$ cat src/rtl/kb_pkg.sv
// Shared constants and state encodings for the PS/2 scan-code to UART scheduler.
package kb_pkg;

    localparam logic [7:0] SC_BREAK    = 8'hF0;
    localparam logic [7:0] SC_EXT      = 8'hE0;
    localparam logic [7:0] SC_LSHIFT   = 8'h12;
    localparam logic [7:0] SC_RSHIFT   = 8'h59;
    localparam logic [7:0] ASC_UNKNOWN = 8'h2A;

    typedef enum logic [0:0] {
        StMake,
        StBrk
    } parse_state_e;

    typedef enum logic [0:0] {
        StTxIdle,
        StTxBusy
    } tx_state_e;

    function automatic logic is_shift_code(input logic [7:0] code);
        return (code == SC_LSHIFT) || (code == SC_RSHIFT);
    endfunction

endpackage

$ cat src/rtl/kb_key2ascii.sv
// Combinational PS/2 set-2 make code to ASCII translation; shift upper-cases letters only.
module kb_key2ascii
    import kb_pkg::*;
(
    input  logic [7:0] scan,
    input  logic       shift,
    output logic [7:0] ascii
);

    logic [7:0] base;
    logic       letter;

    always_comb begin
        base   = ASC_UNKNOWN;
        letter = 1'b1;
        case (scan)
            8'h1C: base = 8'h61;
            8'h32: base = 8'h62;
            8'h21: base = 8'h63;
            8'h23: base = 8'h64;
            8'h24: base = 8'h65;
            8'h2B: base = 8'h66;
            8'h34: base = 8'h67;
            8'h33: base = 8'h68;
            8'h43: base = 8'h69;
            8'h3B: base = 8'h6A;
            8'h42: base = 8'h6B;
            8'h4B: base = 8'h6C;
            8'h3A: base = 8'h6D;
            8'h31: base = 8'h6E;
            8'h44: base = 8'h6F;
            8'h4D: base = 8'h70;
            8'h15: base = 8'h71;
            8'h2D: base = 8'h72;
            8'h1B: base = 8'h73;
            8'h2C: base = 8'h74;
            8'h3C: base = 8'h75;
            8'h2A: base = 8'h76;
            8'h1D: base = 8'h77;
            8'h22: base = 8'h78;
            8'h35: base = 8'h79;
            8'h1A: base = 8'h7A;
            default: begin
                letter = 1'b0;
                case (scan)
                    8'h45: base = 8'h30;
                    8'h16: base = 8'h31;
                    8'h1E: base = 8'h32;
                    8'h26: base = 8'h33;
                    8'h25: base = 8'h34;
                    8'h2E: base = 8'h35;
                    8'h36: base = 8'h36;
                    8'h3D: base = 8'h37;
                    8'h3E: base = 8'h38;
                    8'h46: base = 8'h39;
                    8'h29: base = 8'h20;
                    8'h5A: base = 8'h0D;
                    default: base = ASC_UNKNOWN;
                endcase
            end
        endcase
        // Lower to upper case is a fixed 20h offset in ASCII.
        ascii = (shift && letter) ? (base - 8'h20) : base;
    end

endmodule

$ cat src/rtl/kb_uart_sched.sv
// Scan-byte parser, ASCII FIFO and one-frame-at-a-time UART scheduler.
// Optional shift tracking is enabled by defining KB_SHIFT_EN.
module kb_uart_sched
    import kb_pkg::*;
#(
    parameter int unsigned FIFO_AW = 2
) (
    input  logic       clk,
    input  logic       reset,
    input  logic       rx_done_tick,
    input  logic [7:0] scan,
    input  logic       tx_done_tick,
    output logic       tx_start,
    output logic [7:0] tx_data,
    output logic       fifo_full,
    output logic       overflow
);

    localparam int unsigned Depth = 2 ** FIFO_AW;
    localparam logic [FIFO_AW:0] FullCount = (FIFO_AW + 1)'(Depth);

    parse_state_e       pstate_q;
    tx_state_e          tx_state_q;
    logic [7:0]         mem_q [Depth];
    logic [FIFO_AW-1:0] wr_ptr_q, rd_ptr_q;
    logic [FIFO_AW:0]   count_q, count_d;
    logic               shift_now;
    logic               shift_code;
    logic [7:0]         ascii;
    logic               wr_en, push, pop, drop, empty, full_now;

`ifdef KB_SHIFT_EN
    logic shift_q;
    assign shift_now  = shift_q;
    assign shift_code = is_shift_code(scan);
`else
    assign shift_now  = 1'b0;
    assign shift_code = 1'b0;
`endif

    kb_key2ascii u_key2ascii (
        .scan  (scan),
        .shift (shift_now),
        .ascii (ascii)
    );

    always_ff @(posedge clk or negedge reset) begin
        if (!reset) begin
            pstate_q <= StMake;
`ifdef KB_SHIFT_EN
            shift_q  <= 1'b0;
`endif
        end else if (rx_done_tick) begin
            case (pstate_q)
                StMake: begin
                    if (scan == SC_BREAK) begin
                        pstate_q <= StBrk;
                    end
`ifdef KB_SHIFT_EN
                    if (shift_code) begin
                        shift_q <= 1'b1;
                    end
`endif
                end
                StBrk: begin
                    if (scan != SC_BREAK) begin
                        pstate_q <= StMake;
`ifdef KB_SHIFT_EN
                        if (shift_code) begin
                            shift_q <= 1'b0;
                        end
`endif
                    end
                end
                default: pstate_q <= StMake;
            endcase
        end
    end

    assign wr_en = rx_done_tick && (pstate_q == StMake) && (scan != SC_BREAK) &&
                   (scan != SC_EXT) && !shift_code;

    assign empty    = (count_q == '0);
    assign full_now = (count_q == FullCount);
    assign pop      = (tx_state_q == StTxIdle) && !empty;
    // A same-cycle pop frees the slot, so a full FIFO can still accept the write.
    assign push     = wr_en && (!full_now || pop);
    assign drop     = wr_en && full_now && !pop;

    always_comb begin
        count_d = count_q;
        if (push && !pop) begin
            count_d = count_q + 1'b1;
        end else if (!push && pop) begin
            count_d = count_q - 1'b1;
        end
    end

    always_ff @(posedge clk) begin
        if (push) begin
            mem_q[wr_ptr_q] <= ascii;
        end
    end

    always_ff @(posedge clk or negedge reset) begin
        if (!reset) begin
            wr_ptr_q  <= '0;
            rd_ptr_q  <= '0;
            count_q   <= '0;
            fifo_full <= 1'b0;
            overflow  <= 1'b0;
        end else begin
            if (push) begin
                wr_ptr_q <= wr_ptr_q + 1'b1;
            end
            if (pop) begin
                rd_ptr_q <= rd_ptr_q + 1'b1;
            end
            count_q   <= count_d;
            fifo_full <= (count_d == FullCount);
            overflow  <= drop;
        end
    end

    always_ff @(posedge clk or negedge reset) begin
        if (!reset) begin
            tx_state_q <= StTxIdle;
            tx_start   <= 1'b0;
            tx_data    <= 8'h00;
        end else begin
            tx_start <= 1'b0;
            case (tx_state_q)
                StTxIdle: begin
                    if (!empty) begin
                        tx_start   <= 1'b1;
                        tx_data    <= mem_q[rd_ptr_q];
                        tx_state_q <= StTxBusy;
                    end
                end
                StTxBusy: begin
                    if (tx_done_tick) begin
                        tx_state_q <= StTxIdle;
                    end
                end
                default: tx_state_q <= StTxIdle;
            endcase
        end
    end

endmodule

$ cat config.mk
export PLATFORM = sky130hd
export DESIGN_NAME = kb_uart_sched
export DESIGN_NICKNAME = d
export VERILOG_FILES = /design/src/rtl/kb_pkg.sv /design/src/rtl/kb_key2ascii.sv /design/src/rtl/kb_uart_sched.sv
export SDC_FILE = /design/constraint.sdc
export NUM_CORES = 1
export LEC_CHECK = 0
export ABC_CLOCK_PERIOD_IN_PS = 2300
export CAP_MARGIN = 20
export CORE_MARGIN = 8
export CORE_UTILIZATION = 40
export DETAILED_ROUTE_END_ITERATION = 10
export SYNTH_ARGS = -nofsm -noshare
export SYNTH_HDL_FRONTEND = slang
export SYNTH_SLANG_ARGS = --single-unit
export TNS_END_PERCENT = 1
$ cat constraint.sdc
create_clock -name clk -period 2.3 [get_ports clk]
set_input_delay 0.69 -clock clk [delete_from_list [all_inputs] [get_ports clk]]
set_output_delay 0.69 -clock clk [all_outputs]
set_load 0.02 [all_outputs]
Word level (Yosys, flattened, before mapping) --
Memories as Yosys holds them, arrays and structs flattened. A register that Yosys moved wholly into a read port is not among the register bits. Cells that the tools add are included.
Word-level totals: output and inout port bits 11, input bits 12, memory bits (writable) 32, bits in registers 12, memories kept 1
Operators by class: add/sub/neg operators 4, multiplexer cells 13, reductions and logical operators 17, bitwise operators 3, eq/ne operators 43
Memory list:
- mem_q | words 4, bits a word 8, rd ports 1, clocked after memory_dff 1, write ports 1, line kb_uart_sched.sv:24 | logic [7:0] mem_q [Depth];
Operators by type and width (count):
- one-hot mux 8 bit (26 select lines) | 1
- == test 8 x 6 -> 1 bit, second input constant | 23
- one-hot mux 6 bit (12 select lines) | 1
- == test 8 x 7 -> 1 bit, second input constant | 8
- == test 8 x 5 -> 1 bit, second input constant | 7
- != test 8 bit, second input constant | 2
- logical AND 1 bit | 9
- == test 8 bit, second input constant | 1
- two-way mux 1 bit | 7
- == test 3 bit, second input constant | 2
- two-way mux 3 bit | 2
- logical NOT 1 bit | 5
- adder 2 x 1 -> 2 bit, second input constant | 2
- one-hot mux 1 bit (2 select lines) | 2
- adder 3 x 1 -> 3 bit, second input constant | 1
- logical NOT 3 bit | 1
- NOT 1 bit | 3
- subtractor 3 x 1 -> 3 bit, second input constant | 1
- AND reduction 2 bit | 1
- logical OR 1 bit | 1

Longest topological paths before layout --
Gate-level depths: netlist of run 1.
depth in word-level cells 10, gate-level depth with buffers 8, mapped depth without buffers 7

Cells and area by module --
A second synthesis of run 1 with hierarchy kept.
Unflattened totals: cells, all modules 271, area, all modules 3089.2 µm²
Modules (own cells, without submodules):
- kb_uart_sched | times used 1, sequential area each 1461.4 µm², area an instance 2232.1 µm², cells an instance 139
- kb_key2ascii | times used 1, sequential area each 0.0 µm², area an instance 857.1 µm², cells an instance 132

Worst setup path after synthesis of run 1 --
Ideal clock, no wire load.
path kind input to register, start point input port scan[5], end point memory mem_q[0][3] (data pin), library setup time 264 ps, setup slack -37 ps, path buffers 1, arrival time 2073 ps, stages on the path 7, path through buf_2 > or4b_4 > nor3_1 > a211oi_1 > nand4b_2 > nand2_1 > o21a_1
Between the ends: longest elaborated chain between the ends 3, elaborated cells between the ends (all ways) 40
Ends and longest elaborated chain:
- from (decl) | line kb_uart_sched.sv:11 | input logic [7:0] scan,
- == test 8 x 7 -> 1 bit, or another cell as far along | line kb_key2ascii.sv:45 | case (scan)
- one-hot mux 6 bit (12 select lines) | line kb_key2ascii.sv:45
- one-hot mux 8 bit (26 select lines) (*) | line kb_key2ascii.sv:16 | case (scan)
- named net ascii[3] | line kb_uart_sched.sv:29 | logic [7:0] ascii;
- to (decl) | line kb_uart_sched.sv:24
Mark *: on every way through the listed nets, which the timed path passes. The rest lies on a longest branch.

Worst setup path after layout of run 1 --
start point input port scan[2], end point memory mem_q[1][3] (data pin)
The elaborated chain is that of the path after synthesis.

==> results of run 1 <==
==> placed cells by master, fill, tap and decap left out, types with 5 or more instances in the layout <==
cell type        netlist  routed
mux2_2                 7       7
mux4_2                 7       7
buf_4                  4      77
nand3_1                9       9
nand2_1               12      11
edfxtp_1              28      28
dfrtp_1               19      19
o21ai_0               11       9
and3_1                 7       7
ha_1                   7       7
clkbuf_8               0       6
a21oi_2                1       5
a21oi_1               10       6
clkdlybuf4s50_1        0      13
inv_1                  9       9
nor2_1                17      16
nor2b_1                9       8
==> state kept, by name (all words and copies together) (netlist names) <==
name	count
pstate_q	1
tx_data	7
mem_q	28
overflow	1
count_q	3
tx_start	1
wr_ptr_q	2
fifo_full	1
rd_ptr_q	2
tx_state_q	1
==> metal layers <==
layer	vias to the layer above	wire [um]	track usage
li1	1136	-	-
met1	1102	3028	0.1727
met5	-	0	0
met4	0	78	0.04767
met3	6	288	0.02630
met2	48	3370	0.2329
==> repair_timing <==
action | CTS | global route
cloned | 0 | 0
setup endpoints to repair | 55 | 20
buffers inserted | 2 | 1
gates resized for setup | 22 | 24
hold buffers | 0 | 0
pin swaps | 7 | 6
==> Yosys cell counts, types with 3 or more instances <==
| cell | instances |
|---|---|
| edfxtp_1 | 28 |
| dfrtp_1 | 19 |
| nor2_1 | 17 |
| buf_2 | 12 |
| nand2_1 | 12 |
| o21ai_0 | 11 |
| a21oi_1 | 10 |
| inv_1 | 9 |
| nand3_1 | 9 |
| nor2b_1 | 9 |
| and3_1 | 7 |
| ha_1 | 7 |
| mux2_2 | 7 |
| mux4_2 | 7 |
| nand2b_1 | 5 |
| nor3_1 | 5 |
| a31oi_1 | 4 |
| buf_4 | 4 |
| nor3b_1 | 4 |
| xnor2_1 | 4 |
| a211oi_1 | 3 |
| a32oi_1 | 3 |
| nand4_1 | 3 |
| nor4b_1 | 3 |
| o211ai_1 | 3 |
==> cell type report <==
class                   count  area [um^2]  area share
clock inverters             2        16.27    0.004185
repair buffers            100        792.0      0.2038
inverters                   9        33.78    0.008693
clock buffers               6        82.58     0.02125
multi-input cells         180         1525      0.3925
well taps                  96        120.1     0.03091
flip-flops and latches     47         1316      0.3387
==> critical path: stages <==
cell and delay, ns:
dlygate4sd2_1 0.25, or4b_1 0.48, a211o_1 0.29, o311a_1 0.16
nand4b_4 0.12, nand2_1 0.06, o21a_1 0.21
==> power groups by stage <==
stage / clock network [uW] / logic, uW / registers, uW
after CTS: 536 / 1300 / 1360
after floorplan: 0 / 793 / 1370
final: 519 / 1300 / 1350
after global routing: 565 / 1430 / 1390
after global placement: 0 / 1270 / 1360
after detailed placement: 0 / 1300 / 1370
==> metrics by stage <==
stage	instances	utilization	area, um^2
after global placement	429	0.5337	3646
after global routing	440	0.5689	3886
after detailed placement	429	0.5337	3646
after CTS	439	0.5560	3799
final	440	0.5689	3886
after floorplan	255	-	2846
==> how the worst max path moves through the flow <==
stage,endpoint,cells past startpoint
after floorplan,mem_q[0][3]$_DFFE_PP_,6
after global placement,mem_q[0][3]$_DFFE_PP_,6
after detailed placement,mem_q[0][3]$_DFFE_PP_,6
after CTS,mem_q[3][3]$_DFFE_PP_,7
after global routing,mem_q[3][3]$_DFFE_PP_,7
final,mem_q[1][3]$_DFFE_PP_,7
==> kinds of logic (layout without fill, tap and decap cells) <==
group	Yosys count	count (layout)	share of synthesized area
compound gates	54	54	0.1337
xor+xnor	6	6	0.01859
fa+ha+maj	7	7	0.03099
buf+inv	28	117	0.04781
flops	47	47	0.4657
mux	16	16	0.09075
other cells	1	1	0.001327
simple gates	96	96	0.2112
==> impl_metrics.ini, run 1 <==
[outcome]
status = completed

[synthesis]
synthArstFlopShare = 0.4043
syn-num-nets = 274
syn_area_um2 = 2826
syn_avg_cell_area_um2 = 11.08
yosysTopAreaCellShare = 0.2975
netlist_instances = 255
synth_seq_cells = 47
yosysWarningCount = 0
synth_cell_type_count = 64
synth_top_area_cell = edfxtp_1
synth-edff-count = 28
synth_area_leaders = edfxtp_1 30%, dfrtp_1 17%, mux4_2 5.6%
synth.yosys.seq_area_share = 0.4657
synth-main-ff-cell = edfxtp_1

[setup_path]
reg2reg_to = fifo_full$_DFF_PN0_
cp-end-kind = flip-flop
ff2ff_setup_slack_ns = 0.46
critPathArrivalTime_ns = 2.27
ff2ff_path_depth = 6
rr_startpoint = count_q[0]$_DFF_PN0_
path_max_fanout = 4
critPathKind = input port to flip-flop
cp_data_required_time_ns = 2.33
cp-startpoint = scan[2]
start_kind = input port

[global_routing]
antenna_found_initial = 0
grt_pass1_wl_mm = 11.14
grt_max_degree = 20
grt-ovfl-total = 0
grt_use_total = 0.1384
first_global_vias = 2302

[die]
die-area_um2 = 10010
io_pins = 23
placeableCoreArea_um2 = 6832
chipHeight_um = 100.1
die_w_um = 100.1
fp-row-count = 30
start_util = 0.4137

[timing]
finalSetupTns_ns = 0
clock.fmax_ghz = 0.4470
fin_ws_ns = 0.06304
hold_slack_ns = 0.5120
maxSlewViolCount = 0
setup_viol = 0
worstMarginPinSlew_ns = 0.5092
hold_viol_final = 0
rsz0062_at_grt = yes
fin_crit_ns = 2.237
slew_headroom = 0.6605
fin_worst_skew_ns = 0.009434
min_period_over_period = 0.9726

[clock_tree]
cts_tree = done
numCtsBuffers = 5
cts_sinks = 47
cts-root-buf = clkbuf_8
clk_pin_slew_ns = 0.09
clock_latency_ns = 0.30
clk_path_buf_depth = 2
htree_levels = 2

[finish]
diodes = 0
fillers = 616
layout-drive-gt1-share = 0.3866
layout.nets = 362
syn_to_final_growth_pct = 37.49

[power]
ir_worst_vdd_mv = 0.3317
comb_power_share = 0.411
power_frac_seq = 0.426
switching_share = 0.3324
power_uw = 3170
power.leakage_uw = 0.001545
switching_power_uw = 1054
p_clk_frac = 0.164
power_density_nw_per_um2 = 815.8
p_int_uw = 2117

[routing]
dr.pass1.iters = 4
routed_wirelength_mm = 6.766
viasPerCell = 5.209
drt-wirelength-per-cell_um = 15.38
ant_nets = 0
initialDrtViolationCount = 75
drc = 0
vias = 2292

[min_path]
whs_endpoint = tx_data[5]$_DFFE_PN0N_
min_from = tx_data[5]$_DFFE_PN0N_
hold_path_class = flip-flop to flip-flop
whs_path_depth = 1

[placement]
place_hpwl_mm = 5.273
io_buffer_count = 21
place_congestion = 0.8938
post-place-ws_ns = -0.7788

[flow_run]
cap_violations = 0
Note: power is estimated with default switching activity, not from simulation.
==> run 2: changes to the inputs <==
--- a/config.mk
+++ b/config.mk
@@ -7,6 +7,7 @@
 export LEC_CHECK = 0
 export ABC_CLOCK_PERIOD_IN_PS = 2300
 export CAP_MARGIN = 20
+export CORE_ASPECT_RATIO = 1.25
 export CORE_MARGIN = 8
 export CORE_UTILIZATION = 40
 export DETAILED_ROUTE_END_ITERATION = 10
==> run 2 against run 1 <==
  * Cell area fell by 0.97%
  * Register-to-register slack got worse by 0.06 ns
  * Sequential share of layout area rose by 0.33 points
  * Die area rose by 0.16%
  * Clock power fell by 1%
  * First-iteration DRC count rose by 55%
  * Sequential power barely moved
  * Total power rose by 1.5%
  * Cell count fell by 2.7%
  * Worst setup slack got worse by 0.061 ns
  * Wire length rose by 0.98%
  * Largest cell class unchanged
==> impl_metrics.ini, run 2 (synthesized netlist as in run 1, its figures left out) <==
[outcome]
status = completed

[min_path]
whs_path_depth = 1
hold_path_class = flip-flop to flip-flop

[clock_tree]
cts_tree = done
htree_levels = 2
clk_pin_slew_ns = 0.09
numCtsBuffers = 5
cts-root-buf = clkbuf_8
cts_sinks = 47
clock_latency_ns = 0.30
ctsHoldBuffers = 0
clk_path_buf_depth = 2

[die]
fp-row-count = 34
die_w_um = 91.19
io_pins = 23
chipHeight_um = 110.0
placeableCoreArea_um2 = 6892
die-area_um2 = 10030
start_util = 0.4101

[routing]
dr.pass1.iters = 5
dr.max_layer_used = met4
routed_wirelength_mm = 6.832
vias = 2342
initialDrtViolationCount = 116
viasPerCell = 5.472
drt-met1-wl_mm = 2.722
met2_length_mm = 3.568
ant_nets = 0
drt-wirelength-per-cell_um = 15.96
drc = 0
wl_met3_um = 248

[placement]
place_hpwl_mm = 5.302
place_congestion = 0.9114
io_buffer_count = 21

[global_routing]
grt_use_total = 0.1446
grt-ovfl-total = 0
grt_pass1_wl_mm = 11.65
antenna_found_initial = 0
grt_max_degree = 20
first_global_vias = 2416

[power]
power_density_nw_per_um2 = 835.9
ir_worst_vdd_mv = 0.5572
power_frac_seq = 0.421
power.leakage_uw = 0.001518
comb_power_share = 0.419
power_uw = 3217
switching_power_uw = 1070
p_int_uw = 2148
p_clk_frac = 0.160
switching_share = 0.3325

[timing]
hold_slack_ns = 0.5171
fin_worst_skew_ns = 0.008731
clock.fmax_ghz = 0.4352
finalSetupTns_ns = 0
rsz0062_at_grt = yes
fin_crit_ns = 2.298
min_period_over_period = 0.9990
worstMarginPinSlew_ns = 0.5016
maxSlewViolCount = 0
hold_viol_final = 0
setup_viol = 0
slew_headroom = 0.6656

[finish]
top_register = mem_q
reg_top3 = mem_q x28, tx_data x7, count_q x3
layout.nets = 356
layout_commonest_cell = buf_4
largest_reg_flops = 28
layout-drive-gt1-share = 0.3491
syn_to_final_growth_pct = 36.17
diodes = 0
fillers = 596
layout_common_cells = 67 x buf_4, 28 x edfxtp_1, 19 x dfrtp_1

[setup_path]
path_max_fanout = 13
critPathArrivalTime_ns = 2.34
ff2ff_path_depth = 6
max_stage_delay_ns = 0.48
cp_data_required_time_ns = 2.34
start_kind = input port
critPathKind = input port to flip-flop
critPathSlowestCell = or3b_2
crit_chain = dlygate4sd2_1 -> buf_4 -> or3b_2 -> a21oi_1 -> a211oi_2 -> nand4b_4 -> nand2_1 -> o21a_1
cp-end-kind = flip-flop

[flow_run]
cap_violations = 0
[run 2: worst paths after layout]
check                                            start                      end  slack (ns)
max in group asynchronous                        reset  wr_ptr_q[1]$_DFFE_PN0N_        1.37
min in group asynchronous                        reset       tx_start$_DFF_PN0_        0.73
worst min register to register  tx_data[1]$_DFFE_PN0N_   tx_data[1]$_DFFE_PN0N_        0.52
worst max register to register    count_q[0]$_DFF_PN0_      fifo_full$_DFF_PN0_        0.40
worst max-delay path                           scan[4]    mem_q[3][3]$_DFFE_PP_       0.002
worst min-delay path            tx_data[1]$_DFFE_PN0N_   tx_data[1]$_DFFE_PN0N_        0.52
[run 2: layer usage]
layer / GRT usage / up-vias
met5: 0 / -
met4: 0.08441 / 0
met3: 0.02507 / 20
met2: 0.2757 / 66
met1: 0.1465 / 1127
li1: - / 1129
[run 2: what timing repair did]
item | in CTS | in global routing
setup buffers | 1 | 0
gates resized for setup | 16 | 10
setup endpoints to repair | 58 | 55
pin swaps | 4 | 3
[run 2: power by group through the flow]
| stage | clock network, uW | registers (uW) | logic (uW) |
|---|---|---|---|
| 2_1_floorplan | 0 | 1370 | 793 |
| 3_3_place_gp | 0 | 1360 | 1310 |
| 3_5_place_dp | 0 | 1380 | 1340 |
| 4_1_cts | 535 | 1360 | 1350 |
| 5_1_grt | 565 | 1400 | 1490 |
| 6_report | 514 | 1350 | 1350 |
[run 2: worst max-delay path, delay by kind of cell]
kind / cells / cell delay, ns
AOI/OAI and AO/OA: 3 / 0.53
buffers and inverters: 2 / 0.47
and+or+nand+nor: 3 / 0.65
[run 2: area by class of cell]
cell class,count,area [um^2],share of cell area
multi-input combinational,180,1476,0.3836
sequential,47,1316,0.3420
timing repair buffer,94,810.8,0.2107
tap,90,112.6,0.02926
clock buffer,6,82.58,0.02146
inverter,9,33.78,0.008778
clock inverter,2,16.27,0.004226
[run 2: metrics by stage]
step	area [um^2]	setup WS (ns)	std cells	utilization
3_5_place_dp	3671	-0.6629	419	0.5327
5_1_grt	3849	-0.09346	428	0.5585
4_1_cts	3801	0.001339	428	0.5516
3_3_place_gp	3671	-0.5905	419	0.5327
2_1_floorplan	2846	0.0006031	255	-
6_report	3849	0.002224	428	0.5585
